$ cat src/rtl/gcd_pkg.sv
// gcd_pkg -- shared types and constants for the Euclid GCD controller.
//   gcd_state_e : controller FSM states
//   MOD_W       : datapath width of the sibling mod unit
//   DATA_W_DEF  : default operand width (kept at 31 so mod operands have bit 31 = 0)
//   ITER_W_DEF  : default iteration counter width
package gcd_pkg;

  localparam int MOD_W      = 32;
  localparam int DATA_W_DEF = 31;
  localparam int ITER_W_DEF = 6;

  typedef enum logic [2:0] {
    IDLE,
    CHECK,
    ISSUE,
    WAIT,
    DONE
  } gcd_state_e;

endpackage

$ cat src/rtl/gcd_euclid_ctrl.sv
// gcd_euclid_ctrl -- sequencing controller for Euclid's GCD algorithm.
// Accepts an operand pair, repeatedly drives the sibling 32-bit mod unit with
// (a, b) until b == 0, then returns gcd = a and the number of remainder/swap
// steps taken.
//
// Optional build macro: GCD_SWAP_SHORTCUT_EN
//   defined   : when a < b in CHECK the pair is swapped locally in one cycle
//   undefined : every step goes through the mod unit (a % b == a swaps too)
//   Results are identical either way; only the cycle count differs.
//
// Ports:
//   clk, resetn        clock, asynchronous active-low reset
//   in_valid_i         operand pair valid
//   in_ready_o         controller can accept (IDLE only)
//   in_a_i, in_b_i     operands (DATA_W)
//   out_valid_o        result valid, held until out_ready_i
//   out_ready_i        consumer accepts result
//   out_gcd_o          gcd(in_a, in_b)
//   out_iters_o        remainder/swap step count (saturating)
//   busy_o             high in every state except IDLE
//   mod_run_o          one-cycle start pulse to the mod unit
//   mod_a_o, mod_b_o   zero-extended a/b registers
//   mod_result_i       remainder from the mod unit
//   mod_ready_i        mod unit done (level)
//
// States:
//   state | meaning
//   IDLE  | waiting for an operand pair, in_ready high
//   CHECK | b == 0 -> DONE; a < b -> local swap (shortcut build); else ISSUE
//   ISSUE | mod_run pulse; mod_ready ignored (may be stale from last op)
//   WAIT  | waiting for mod_ready, then a <= b, b <= remainder
//   DONE  | result presented, held until out_ready
module gcd_euclid_ctrl
  import gcd_pkg::*;
#(
  parameter int DATA_W = DATA_W_DEF,  // must stay <= 31
  parameter int ITER_W = ITER_W_DEF
) (
  input  logic              clk,
  input  logic              resetn,
  input  logic              in_valid_i,
  output logic              in_ready_o,
  input  logic [DATA_W-1:0] in_a_i,
  input  logic [DATA_W-1:0] in_b_i,
  output logic              out_valid_o,
  input  logic              out_ready_i,
  output logic [DATA_W-1:0] out_gcd_o,
  output logic [ITER_W-1:0] out_iters_o,
  output logic              busy_o,
  output logic              mod_run_o,
  output logic [MOD_W-1:0]  mod_a_o,
  output logic [MOD_W-1:0]  mod_b_o,
  input  logic [MOD_W-1:0]  mod_result_i,
  input  logic              mod_ready_i
);

  gcd_state_e        state_q, state_d;
  logic [DATA_W-1:0] a_q, a_d;
  logic [DATA_W-1:0] b_q, b_d;
  logic [ITER_W-1:0] iters_q, iters_d;
  logic [ITER_W-1:0] iters_inc;

  logic              in_ready_q;
  logic              out_valid_q;
  logic              busy_q;
  logic              mod_run_q;
  logic [DATA_W-1:0] out_gcd_q;
  logic [ITER_W-1:0] out_iters_q;

  // Remainder is always < b, so the bits above DATA_W are zero by construction.
  logic              unused_mod_hi;
  assign unused_mod_hi = |mod_result_i[MOD_W-1:DATA_W];

  assign iters_inc = (&iters_q) ? iters_q : iters_q + ITER_W'(1);

  always_comb begin
    state_d = state_q;
    a_d     = a_q;
    b_d     = b_q;
    iters_d = iters_q;
    unique case (state_q)
      IDLE: begin
        if (in_valid_i) begin
          a_d     = in_a_i;
          b_d     = in_b_i;
          iters_d = '0;
          state_d = CHECK;
        end
      end
      CHECK: begin
        // b == 0 must be caught here: the mod unit never finishes a divide by 0.
        if (b_q == '0) begin
          state_d = DONE;
        end
`ifdef GCD_SWAP_SHORTCUT_EN
        else if (a_q < b_q) begin
          a_d     = b_q;
          b_d     = a_q;
          iters_d = iters_inc;
        end
`endif
        else begin
          state_d = ISSUE;
        end
      end
      ISSUE: begin
        state_d = WAIT;
      end
      WAIT: begin
        if (mod_ready_i) begin
          a_d     = b_q;
          b_d     = mod_result_i[DATA_W-1:0];
          iters_d = iters_inc;
          state_d = CHECK;
        end
      end
      DONE: begin
        if (out_ready_i) state_d = IDLE;
      end
      default: begin
        state_d = IDLE;
      end
    endcase
  end

  // Handshake outputs are registered from the next state so they line up
  // exactly with the state they describe.
  always_ff @(posedge clk or negedge resetn) begin
    if (!resetn) begin
      state_q     <= IDLE;
      a_q         <= '0;
      b_q         <= '0;
      iters_q     <= '0;
      in_ready_q  <= 1'b1;
      out_valid_q <= 1'b0;
      busy_q      <= 1'b0;
      mod_run_q   <= 1'b0;
      out_gcd_q   <= '0;
      out_iters_q <= '0;
    end else begin
      state_q     <= state_d;
      a_q         <= a_d;
      b_q         <= b_d;
      iters_q     <= iters_d;
      in_ready_q  <= (state_d == IDLE);
      out_valid_q <= (state_d == DONE);
      busy_q      <= (state_d != IDLE);
      mod_run_q   <= (state_d == ISSUE);
      out_gcd_q   <= (state_d == DONE) ? a_d : '0;
      out_iters_q <= (state_d == DONE) ? iters_d : '0;
    end
  end

  assign in_ready_o  = in_ready_q;
  assign out_valid_o = out_valid_q;
  assign busy_o      = busy_q;
  assign mod_run_o   = mod_run_q;
  assign out_gcd_o   = out_gcd_q;
  assign out_iters_o = out_iters_q;

  assign mod_a_o = {{(MOD_W-DATA_W){1'b0}}, a_q};
  assign mod_b_o = {{(MOD_W-DATA_W){1'b0}}, b_q};

endmodule

$ cat config.mk
export PLATFORM = sky130hd
export DESIGN_NAME = gcd_euclid_ctrl
export DESIGN_NICKNAME = d
export VERILOG_FILES = /design/src/rtl/gcd_pkg.sv /design/src/rtl/gcd_euclid_ctrl.sv
export SDC_FILE = /design/constraint.sdc
export NUM_CORES = 1
export LEC_CHECK = 0
export CORE_ASPECT_RATIO = 0.75
export CORE_UTILIZATION = 33
export CTS_CLUSTER_SIZE = 30
export DETAILED_ROUTE_END_ITERATION = 10
export PLACE_DENSITY = 0.66
export SLEW_MARGIN = 10
export SYNTH_ARGS = -nofsm -noshare
export SYNTH_HDL_FRONTEND = slang
export SYNTH_SLANG_ARGS = --single-unit
$ cat constraint.sdc
create_clock -name clk -period 3.4 [get_ports clk]
set_input_delay 0.68 -clock clk [delete_from_list [all_inputs] [get_ports clk]]
set_output_delay 0.68 -clock clk [all_outputs]
set_load 0.02 [all_outputs]
==> flow_summary_export.csv <==
group,metric,value,unit
outcome,status,"complete, no violations",
yosys,async_flop_share,100.0,%
yosys,synth_area_leaders,"dfrtp_1 62%, mux2i_1 7.5%, a222oi_1 6.9%",
global_route,antenna_found_initial,0,
final_layout,antenna_cells,0,
yosys,syn_area,4516,sq um
clock_tree,cts_hold_buf,0,
worst_setup_path,required,3.62,ns
place,gp_congestion,0.7884,
yosys,synth-edff-count,0,
yosys,synth_top_family_by_area,"compound AO/OA/AOI/OAI gates",
global_route,grt_max_degree,58,
place,port_buffers,200,
global_route,grt.total_usage,19.21,%
run,maxCapViolCount,0,
clock_tree,clockBufferDepth,2,
place,dpl_cell_area,6678,sq um
worst_setup_path,crit_fanout,43,
clock_tree,clockRootBuffer,"clkbuf_16",
clock_tree,cts_resized,0,
final_layout,regArea,2804,sq um
clock_tree,post_cts_buffers,0,
final_layout,final_common_cell,"clkdlybuf4s50_1",
drt,viasPerCell,4.984,
timing,finalHoldViolations,0,
final_layout,layout-drive-gt1-share,5.528,%
worst_setup_path,path_class,"primary input to flop",
power_and_ir_drop,p_leak,3.258,nW
worst_hold_path,hp-class,"primary input to asynchronous set/reset pin",
floorplan,chipHeight,103.3,um
clock_tree,tritoncts,"built",
floorplan,ios,204,
timing,report.final.slew_viol_count,0,
drt,wire_per_inst,17.47,um
worst_setup_path,r2r-start,"state_q[1]$_DFF_PN0_",
drt,vias,3828,
worst_setup_path,setup.worst_path.start_class,"primary input",
timing,final.setup.tns,0,ns
clock_tree,cts_made_buffers,9,
floorplan,rows,36,
yosys,ys_types,35,
timing,max_freq,385.9,MHz
worst_setup_path,cp-end-kind,"flop",
yosys,synth_cells,399,
timing,rsz0062_at_grt,"false",
yosys,yosys.area.top_type,"dfrtp_1",
yosys,synth-xor-area-share,0,%
drt,dr.pass1.iters,6,
worst_setup_path,reg2reg_to,"out_gcd_o[14]$_DFF_PN0_",
drt,antenna_left,0,
drt,totalWireLength,13.42,mm
floorplan,start_util,34.33,%
clock_tree,cts.htree.levels,3,
power_and_ir_drop,ir_drop,0.4255,mV
final_layout,multi_input_area,1415,sq um
global_route,first_global_vias,3714,
final_layout,final_area,6972,sq um
global_route,grt_pass1_wl,20.40,mm
timing,slew_headroom,49.61,%
floorplan,dieWidth,137.1,um
final_layout,fin_nets,693,
drt,drc,0,
timing,setup_viol,0,
power_and_ir_drop,power_density,828.8,nW/um^2
yosys,synthAdderAreaFrac,0.2771,%
clock_tree,cts_num_sinks,112,
worst_setup_path,rr_worst_depth,5,
yosys,synth.mux.area_fraction,7.537,%
timing,worst_clock_skew,0.007795,ns
place,dp_hpwl,9.929,mm
final_layout,final_cell_mix,"199 x clkdlybuf4s50_1, 111 x dfrtp_1, 39 x nand2_1, 38 x inv_1, 36 x nor2_1",
clock_tree,path_clk_slew,0.07,ns
yosys,synthFlopType,"dfrtp_1",
timing,finalCriticalPeriod,2.591,ns
final_layout,area_growth,54.39,%
floorplan,coreArea,13150,sq um
yosys,synth_top_area_share,61.51,%
final_layout,fillers,1175,
yosys,synth-compound-area-share,12.91,%
clock_tree,clk-insertion-delay-late,0.34,ns
yosys,syn_avg_cell_area,11.32,sq um
yosys,synth_simple_gate_area_share,10.31,%
yosys,yosysWarnings,0,
global_route,grt_overflow,0,
timing,tightest_slew,0.7553,ns
yosys,ys_ff_latch,112,
drt,drtIter0Drc,332,
floorplan,die_area,14160,sq um
yosys,yosysSeqAreaShare,62.09,%
worst_setup_path,arrival,2.81,ns
timing,post-route-period-util,76.21,%
worst_setup_path,ff2ff_setup_slack,1.18,ns
## routing by layer
metal / vias up / track usage (%) / share of wire [%]
met5: - / 0 / 0
met4: 0 / 4.649 / 0.98
met3: 13 / 4.971 / 8.1
met2: 174 / 31.43 / 47
met1: 1853 / 25.64 / 44
li1: 1788 / - / -
## critical path: stages
cell and delay [ns]:
clkdlybuf4s50_1 0.56, inv_1 0.05, or3_1 0.33, a21o_2 0.35, buf_4 0.32, a222oi_1 0.41
nor2_1 0.09
## cell families after synthesis
family          count (synthesis)
simple gates                  105
compound gates                 78
other cells                     1
buf+inv                        68
mux                            34
flops                         112
fa+ha+maj                       1
## per-stage QoR
step           setup slack, ns  utilization, %  total power [W]  hold slack (ns)  cells
5_1_grt                 0.6459           53.01         0.006170           0.4363    768
6_report                0.8087           53.01         0.005778           0.3936    768
2_1_floorplan            1.424               -         0.003557           0.3844    400
3_3_place_gp            0.5102           50.77         0.004699           0.5052    753
3_5_place_dp            0.4560           50.77         0.004769           0.5153    753
4_1_cts                 0.8206           53.01         0.005843           0.4238    768
## how the worst max path moves through the flow
stage                    start                 endpoint  cells past startpoint
CTS                 in_valid_i        a_q[17]$_DFF_PN0_                      7
detailed placement  in_valid_i        a_q[17]$_DFF_PN0_                      7
finish              in_valid_i  out_gcd_o[14]$_DFF_PN0_                      7
floorplan           in_valid_i   out_gcd_o[0]$_DFF_PN0_                      7
global placement    in_valid_i  out_gcd_o[12]$_DFF_PN0_                      7
global route        in_valid_i         a_q[5]$_DFF_PN0_                      7
## area by class of cell
type | count | share of cell area [%]
Timing Repair Buffer | 212 | 30.15
Sequential cell | 112 | 40.22
Tap cell | 171 | 3.069
Clock inverter | 6 | 0.9871
Inverter | 38 | 2.046
Multi-Input combinational cell | 220 | 20.30
Clock buffer | 9 | 3.230
## where the power goes
| group | leakage (nW) | switching [W] | internal [W] |
|---|---|---|---|
| Sequential | 1.45 | 0.000383 | 0.00173 |
| Combinational | 1.66 | 0.00141 | 0.00121 |
| Clock | 0.142 | 0.000477 | 0.000573 |
| Total | 3.26 | 0.00227 | 0.00351 |
## cells in the mapped netlist, types with 2 or more instances
master    number
a31oi_1        2
dfrtp_1      111
nor4_1         7
inv_1         38
a222oi_1      31
clkbuf_1      18
nand2_1       39
or2_2          2
nand3_1        2
and2_1         6
nor2_1        36
nor3_1         6
nand4_1        2
o21ai_0       33
buf_2          5
buf_4          2
nand2b_1       2
a21oi_1        2
a21o_1         2
buf_6          5
mux2i_1       34
## sequential cells by signal, summed over array words and instances, names as in the netlist
register     cells
iters_q          6
b_q             31
busy_o           1
a_q             31
out_gcd_o       31
state_q          3
in_ready_o       1
out_valid_o      1
mod_run_o        1
out_iters_o      6
Note: power is estimated with default switching activity, not from simulation.
